### src/rtl/output_drain.sv
// output_drain: streams words out of the output SRAM over a valid/ready
// handshake. The block issues read addresses, absorbs the SRAM's one-cycle
// read latency, and buffers results in a 2-entry {data, last} FIFO. Issue is
// throttled so that words already in flight always have a free slot, which
// lets arbitrary consumer backpressure be tolerated.
module output_drain #(
    parameter int DWIDTH  = 16,
    parameter int OUTSIZE = 10
) (
    input  logic                     clk,
    input  logic                     rst,
    input  logic                     start,
    input  logic [OUTSIZE:0]         count,
    output logic                     busy,
    output logic                     done,
    output logic [OUTSIZE-1:0]       mem_addr,
    input  logic signed [DWIDTH-1:0] read_data,
    output logic                     m_valid,
    output logic signed [DWIDTH-1:0] m_data,
    output logic                     m_last,
    input  logic                     m_ready
);

    typedef enum logic [1:0] {IDLE, READ, DRAIN, FIN} state_t;

    localparam logic [OUTSIZE:0] ONE = {{OUTSIZE{1'b0}}, 1'b1};

    state_t                     state_q;
    logic [OUTSIZE:0]           count_q;
    logic [OUTSIZE:0]           addr_q;
    logic [OUTSIZE:0]           cap_q;
    logic                       busy_q;
    logic                       done_q;
    logic                       inflight_q;

    // FIFO: head entry drives the output port directly, tail is the spare slot
    logic                       hv_q;
    logic                       hl_q;
    logic signed [DWIDTH-1:0]   hd_q;
    logic                       tv_q;
    logic                       tl_q;
    logic signed [DWIDTH-1:0]   td_q;

    logic [1:0]                 occ;
    logic [2:0]                 pending;
    logic                       pop;
    logic                       push;
    logic                       issue;
    logic                       last_in;
    logic                       empty_next;

    // Issue throttling, capture tagging and next-cycle FIFO emptiness
    always_comb begin
        occ        = {1'b0, hv_q} + {1'b0, tv_q};
        pop        = hv_q & m_ready;
        push       = inflight_q;
        pending    = {1'b0, occ} + {2'b0, inflight_q};
        issue      = (state_q == READ) && (pending < (3'd2 + {2'b0, pop}));
        last_in    = (cap_q == (count_q - ONE));
        empty_next = ((pending - {2'b0, pop}) == 3'd0);
    end

    // Control FSM with address and capture counters; outputs are registered
    always_ff @(posedge clk or posedge rst) begin
        if (rst) begin
            state_q <= IDLE;
            count_q <= '0;
            addr_q  <= '0;
            cap_q   <= '0;
            busy_q  <= 1'b0;
            done_q  <= 1'b0;
        end else begin
            if (push) begin
                cap_q <= cap_q + ONE;
            end
            case (state_q)
                IDLE: begin
                    done_q <= 1'b0;
                    if (start) begin
                        count_q <= count;
                        addr_q  <= '0;
                        cap_q   <= '0;
                        if (count != '0) begin
                            state_q <= READ;
                            busy_q  <= 1'b1;
                        end else begin
                            state_q <= FIN;
                            done_q  <= 1'b1;
                        end
                    end
                end
                READ: begin
                    if (issue) begin
                        addr_q <= addr_q + ONE;
                        if (addr_q == (count_q - ONE)) begin
                            state_q <= DRAIN;
                        end
                    end
                end
                DRAIN: begin
                    // Finish on the edge that empties the pipeline so done
                    // follows the final handshake by exactly one cycle.
                    if (empty_next) begin
                        state_q <= FIN;
                        busy_q  <= 1'b0;
                        done_q  <= 1'b1;
                    end
                end
                FIN: begin
                    done_q  <= 1'b0;
                    state_q <= IDLE;
                end
                default: begin
                    state_q <= IDLE;
                    busy_q  <= 1'b0;
                    done_q  <= 1'b0;
                end
            endcase
        end
    end

    // Two-entry output FIFO plus the in-flight read marker
    always_ff @(posedge clk or posedge rst) begin
        if (rst) begin
            inflight_q <= 1'b0;
            hv_q       <= 1'b0;
            hl_q       <= 1'b0;
            hd_q       <= '0;
            tv_q       <= 1'b0;
            tl_q       <= 1'b0;
            td_q       <= '0;
        end else begin
            inflight_q <= issue;
            if (!hv_q || pop) begin
                if (tv_q) begin
                    hv_q <= 1'b1;
                    hd_q <= td_q;
                    hl_q <= tl_q;
                end else if (push) begin
                    hv_q <= 1'b1;
                    hd_q <= read_data;
                    hl_q <= last_in;
                end else begin
                    hv_q <= 1'b0;
                    hl_q <= 1'b0;
                end
            end
            if (tv_q) begin
                if (pop) begin
                    tv_q <= push;
                    if (push) begin
                        td_q <= read_data;
                        tl_q <= last_in;
                    end
                end
            end else if (push && hv_q && !pop) begin
                tv_q <= 1'b1;
                td_q <= read_data;
                tl_q <= last_in;
            end
        end
    end

    // A push into a full FIFO with no pop would drop a word
    a_no_overflow: assert property (@(posedge clk) disable iff (rst)
        !(push && !pop && (occ == 2'd2)));

    assign busy     = busy_q;
    assign done     = done_q;
    assign mem_addr = addr_q[OUTSIZE-1:0];
    assign m_valid  = hv_q;
    assign m_data   = hd_q;
    assign m_last   = hl_q;

endmodule

### config.mk
export PLATFORM = sky130hd
export DESIGN_NAME = output_drain
export DESIGN_NICKNAME = d
export VERILOG_FILES = /design/src/rtl/output_drain.sv
export SDC_FILE = /design/constraint.sdc
export NUM_CORES = 1
export LEC_CHECK = 0
export ABC_AREA = 1
export CAP_MARGIN = 25
export CORE_MARGIN = 3
export CORE_UTILIZATION = 35
export DETAILED_ROUTE_END_ITERATION = 7
export DONT_BUFFER_PORTS = 1
export GPL_TIMING_DRIVEN = 1
export PLACE_DENSITY = 0.6
export SYNTH_ARGS = -nofsm -noshare
export SYNTH_HDL_FRONTEND = slang
export SYNTH_SLANG_ARGS = --single-unit
### constraint.sdc
create_clock -name clk -period 4.14 [get_ports clk]
set_input_delay 0.414 -clock clk [delete_from_list [all_inputs] [get_ports clk]]
set_output_delay 0.414 -clock clk [all_outputs]
set_load 0.03 [all_outputs]
==> qor.yml, run 1 <==
status: "finished, final reports clean"
crit_type: "flip-flop to flip-flop"
holdWs_ns: 0.198
track_usage_pct: 15.2
min_path_type: "input pin to flip-flop"
p_leak_nw: 2.17
cap_violations: 0
synth_cell_type_count: 41
fillers: 1146
netlist_instances: 527
dieArea_sq_um: 13500
hp-start: "count[2]"
ys_seq_area_share_pct: 43.6
grt_pass1_vias: 3261
postSynthAreaPerCell_sq_um: 8.07
firstDrtPassIters: 4
rr_startpoint: "tv_q$_DFF_PP0_"
ir_worst_vdd_mv: 0.319
hold_viol_final: 0
min_period_ns: 3.00
cts-buffers-inserted: 9
gr-usage-met2_pct: 22.6
core_area_sq_um: 11700
place.gp.congestion: 0.930
htreeDepth: 3
vias: 3435
yosysMostFrequentCell: "nand2_1"
yosysTopAreaCell: "dfrtp_1"
ant_nets: 0
grt_max_degree: 34
synth_edf_count: 0
critPathCaptureType: "flip-flop"
io_buffer_count: 0
clock_sinks: 74
async_flop_share_pct: 100
ctsHoldBuffers: 1
final_nets: 565
dp_hpwl_microns: 7440
ctsResizeCount: 0
cts_setup_buffers: 0
max_slew_margin_pct: 52.8
startpoint: "tv_q$_DFF_PP0_"
grt_overflow: 0
clock_latency_ns: 0.34
critical_path.max_fanout: 21
worstMarginPinSlew_ns: 0.708
critPathRequiredTime_ns: 4.34
clockBufferDepth: 2
syn_nets: 570
cts_root_buf: "clkbuf_16"
p_per_area_nw_per_um2: 804
timing.fmax_mhz: 333
skew_ns: 0.00904
use_met1_pct: 20.7
antenna_found_initial: 0
slew_viol_final: 0
multiInputGateArea_sq_um: 2020
area_growth_pct: 10.4
ys_warn_count: 0
netlist_area_sq_um: 4250
r2r_setup_slack_ns: 1.14
drt_iter0_markers: 285
fin_tns_setup_ns: 0
synth_commonest_cells: "121 x nand2_1, 74 x dfrtp_1, 62 x inv_1"
cts_tree: "yes"
synth_flop_cell: "dfrtp_1"
std_cell_rows: 39
drive_gt1_share_pct: 13.3
drc: 0
die_x_microns: 116
yosysTopAreaCellShare_pct: 43.6
grt_pass1_wl_microns: 16100
ys_ff_latch: 74
synthTopCellsByArea: "dfrtp_1 44%, nand2_1 11%, nand3_1 6.5%"
seq_area_sq_um: 1850
grt_setup_unrepaired: "false"
routed_wirelength_microns: 9920
chipHeight_microns: 116
use_met3_pct: 4.72
wl_per_cell_microns: 14.8
critPathArrivalTime_ns: 3.21
period_share_pct: 72.6
num_antenna_cells: 0
worstSetupStartpointType: "flip-flop"
setup_violations: 0
pin_count: 61
grt-busiest-layer: "met2"
start_util_pct: 36.4
clk_pin_slew_ns: 0.06
vias_per_cell: 5.13
layout make-up:
| cell class | instances | share of cell area (%) |
|---|---|---|
| clock buffer | 9 | 4.80 |
| clock inverter | 7 | 2.16 |
| inverter | 69 | 5.52 |
| multi-input combinational | 363 | 43.0 |
| sequential | 74 | 39.5 |
| tap | 143 | 3.81 |
| timing repair buffer | 5 | 1.28 |
report_power, final:
part | total, mW | switching (mW) | leakage [nW] | internal (mW)
sequential | 1.50 | 0.506 | 0.918 | 0.998
clock | 0.863 | 0.330 | 0.158 | 0.534
combinational | 1.40 | 0.854 | 1.10 | 0.551
total | 3.77 | 1.69 | 2.17 | 2.08
critical path, stage by stage, from the launching register on:
cell      delay [ns]
dfrtp_1         0.80
fa_1            0.53
inv_1           0.07
ha_1            0.16
inv_1           0.05
ha_1            0.20
nand2_1         0.08
o211ai_2        0.16
or2_1           0.27
nor2_2          0.16
nand3_2         0.10
nor3_1          0.21
nor3b_2         0.07
flip-flops by register name, indices dropped and copies added, names as in the netlist:
| register | flops |
|---|---|
| addr_q | 11 |
| busy | 1 |
| cap_q | 11 |
| count_q | 11 |
| done | 1 |
| inflight_q | 1 |
| m_data | 16 |
| m_last | 1 |
| m_valid | 1 |
| state_q | 2 |
| td_q | 16 |
| tl_q | 1 |
| tv_q | 1 |
worst paths after layout:
check	cells past startpoint	to
max reg2reg	12	addr_q[7]$_DFFE_PP0P_
min reg2reg	1	td_q[3]$_DFFE_PP0P_
min	2	count_q[2]$_DFFE_PP0P_
max	12	addr_q[7]$_DFFE_PP0P_
max in group asynchronous	3	count_q[9]$_DFFE_PP0P_
min in group asynchronous	2	cap_q[4]$_DFF_PP0_
metrics by stage:
stage          power [mW]  worst slack, ns  util (%)  instances  area [sq um]
3_3_place_gp         2.89             1.24      37.0        651          4320
3_5_place_dp         2.92             1.15      37.2        652          4340
4_1_cts              3.80             1.11      40.1        669          4680
5_1_grt              4.07            0.871      40.2        670          4690
6_report             3.77             1.14      40.2        670          4690
2_1_floorplan        2.59             1.65         -        527          4250
placed cells by master, fill, tap and decap left out, types with 2 or more instances in the layout:
master,synthesis,routed
inv_2,7,8
inv_1,62,61
o21ai_0,27,27
nand3_2,3,3
clkbuf_16,0,9
nor4_1,4,4
ha_1,11,11
nor3b_1,3,3
a31oi_1,16,16
nor2_4,4,4
nand2_2,7,7
nand3_1,55,55
nand4_1,3,3
mux2_4,8,8
xor2_1,3,3
bufinv_16,0,2
dfrtp_1,74,74
buf_4,10,2
nand2_1,121,121
nor2_1,44,44
nor2_2,4,4
nor3_2,2,2
o21a_1,3,3
a21oi_1,17,16
nor3_1,7,7
mux2_2,8,8
cell families (layout without fill, tap and decap cells):
| family | Yosys count | count (layout) | synth area share (%) |
|---|---|---|---|
| buffers and inverters | 90 | 90 | 9.10 |
| AO/OA/AOI/OAI | 71 | 71 | 9.89 |
| adder cells (fa/ha/maj) | 12 | 12 | 3.71 |
| multiplexers | 16 | 16 | 4.95 |
| flip-flops | 74 | 74 | 43.6 |
| AND/OR/NAND/NOR | 261 | 261 | 28.2 |
| XOR/XNOR | 3 | 3 | 0.618 |
per-layer routing:
| metal | routed length [microns] | vias to the layer above |
|---|---|---|
| met3 | 654 | 21 |
| met4 | 235 | 0 |
| met2 | 4530 | 87 |
| met5 | 0 | - |
| li1 | - | 1709 |
| met1 | 4510 | 1618 |
(Power assumes the default switching activity.)
==> run 2, diff against run 1 <==
- PLACE_DENSITY: 0.6 -> 0.62
- clock period: 4.14 -> 2.7 ns (I/O delays scaled with it)
==> run 2 against run 1 <==
Effect of this change:
- critical path depth fell by 1
- setup slack got worse by 0.92 ns
- utilization is 0.15 points higher
- count of clock-buffer cells in the layout up 1
- cell count up 0.90%
- largest cell class unchanged
==> qor.yml, run 2 (synthesized netlist as in run 1, its figures left out) <==
status: "finished, final reports clean"
vias: 3463
clk_pin_slew_ns: 0.06
std_cell_rows: 39
drc: 0
cts_tree: "yes"
drt_iter0_markers: 228
grt_overflow: 0
ir_worst_vdd_mv: 0.475
reg2regPathDepth: 11
cp_cell_sequence: "fa_1 > inv_1 > ha_1 > inv_1 > ha_1 > nand2_1 > o211ai_2 > nor4_1 > nand2_1 > a21oi_1 > o21a_1"
io_buffer_count: 0
min_path_type: "input pin to flip-flop"
start_util_pct: 36.4
path_delay_family: "adder cells"
final_nets: 571
p_leak_nw: 2.18
cts_root_buf: "clkbuf_16"
finalWorstSetupSlack_ns: 0.219
clock_latency_ns: 0.34
place_area_sq_um: 4390
die_x_microns: 116
chipHeight_microns: 116
whs_path_depth: 2
setup_violations: 0
layout_common_cells: "121 x nand2_1, 74 x dfrtp_1, 61 x inv_1, 55 x nand3_1, 44 x nor2_1"
num_antenna_cells: 0
wl_per_cell_microns: 15.4
core_area_sq_um: 11700
hold_viol_final: 0
critPathRequiredTime_ns: 2.98
antenna_found_initial: 0
dp_hpwl_microns: 7680
critical_path.max_fanout: 6
cts-buffers-inserted: 9
dp.cells: 659
ant_nets: 0
critPathArrivalTime_ns: 2.76
grt_pass1_wl_microns: 16800
clockBufferDepth: 2
layout.cells.non_filler: 676
grt_max_degree: 41
path_buf_inv: 2
max_stage_delay_ns: 0.47
worstMarginPinSlew_ns: 0.754
htreeDepth: 3
r2r-end: "addr_q[10]$_DFFE_PP0P_"
track_usage_pct: 16.1
rr_startpoint: "m_valid$_DFFE_PP0N_"
min_to: "count_q[1]$_DFFE_PP0P_"
max_slew_margin_pct: 49.7
worstSetupStartpointType: "flip-flop"
critPathCaptureType: "flip-flop"
drive_gt1_share_pct: 14.3
slew_viol_final: 0
skew_ns: 0.00667
place_ws_ns: 0.173
p_per_area_nw_per_um2: 1220
clock_sinks: 74
routed_wirelength_microns: 10400
cap_violations: 0
fin_tns_setup_ns: 0
layout_commonest_cell: "nand2_1"
r2r_setup_slack_ns: 0.22
grt_pass1_vias: 3305
min_period_ns: 2.48
place.gp.congestion: 0.898
crit_type: "flip-flop to flip-flop"
area_growth_pct: 10.8
holdWs_ns: 0.0528
timing.fmax_mhz: 403
hp-start: "count[1]"
vias_per_cell: 5.12
period_share_pct: 91.9
pin_count: 61
stdcell_area_sq_um: 4710
dieArea_sq_um: 13500
crit_slowest_cell: "fa_1"
firstDrtPassIters: 4
run 2: power breakdown:
part	internal (mW)	total (mW)	switching, mW
sequential	1.53	2.25	0.716
clock	0.717	1.20	0.482
combinational	0.879	2.28	1.40
run 2: worst max path at each step:
stage,startpoint,end,slack (ns),depth (start not counted)
floorplan,m_valid$_DFFE_PP0N_,addr_q[7]$_DFFE_PP0P_,0.21,12
global placement,m_valid$_DFFE_PP0N_,addr_q[7]$_DFFE_PP0P_,0.25,12
detailed placement,m_valid$_DFFE_PP0N_,addr_q[7]$_DFFE_PP0P_,0.17,12
CTS,m_valid$_DFFE_PP0N_,addr_q[7]$_DFFE_PP0P_,0.15,12
global route,m_valid$_DFFE_PP0N_,addr_q[7]$_DFFE_PP0P_,-0.0007,12
finish,m_valid$_DFFE_PP0N_,addr_q[10]$_DFFE_PP0P_,0.22,11
run 2: layer usage:
metal	wire [microns]	GRT usage [%]	vias to the layer above
met2	4910	25.0	77
met1	4740	21.2	1645
met3	556	4.72	13
li1	-	-	1728
met5	0	0	-
met4	212	6.50	0
run 2: per-stage QoR:
step | util, % | power (mW)
5_1_grt | 40.4 | 6.20
3_3_place_gp | 37.7 | 4.47
4_1_cts | 40.3 | 5.78
3_5_place_dp | 37.7 | 4.54
2_1_floorplan | - | 3.98
6_report | 40.4 | 5.73
run 2: cell type report:
cell class	count	area (sq um)
inverters	69	259
clock inverters	6	67.6
clock buffers	10	229
well taps	143	179
fillers	1163	6950
repair buffers	11	97.6
flip-flops and latches	74	1850
multi-input cells	363	2030
run 2: what timing repair did:
item / 4_1_cts / 5_1_grt
setup buffers: 0 / 0
hold buffers: 1 / 0
endpoints found under the hold margin: 34 / 0
endpoints found under the setup margin: 0 / 3
gates resized for setup: 0 / 3
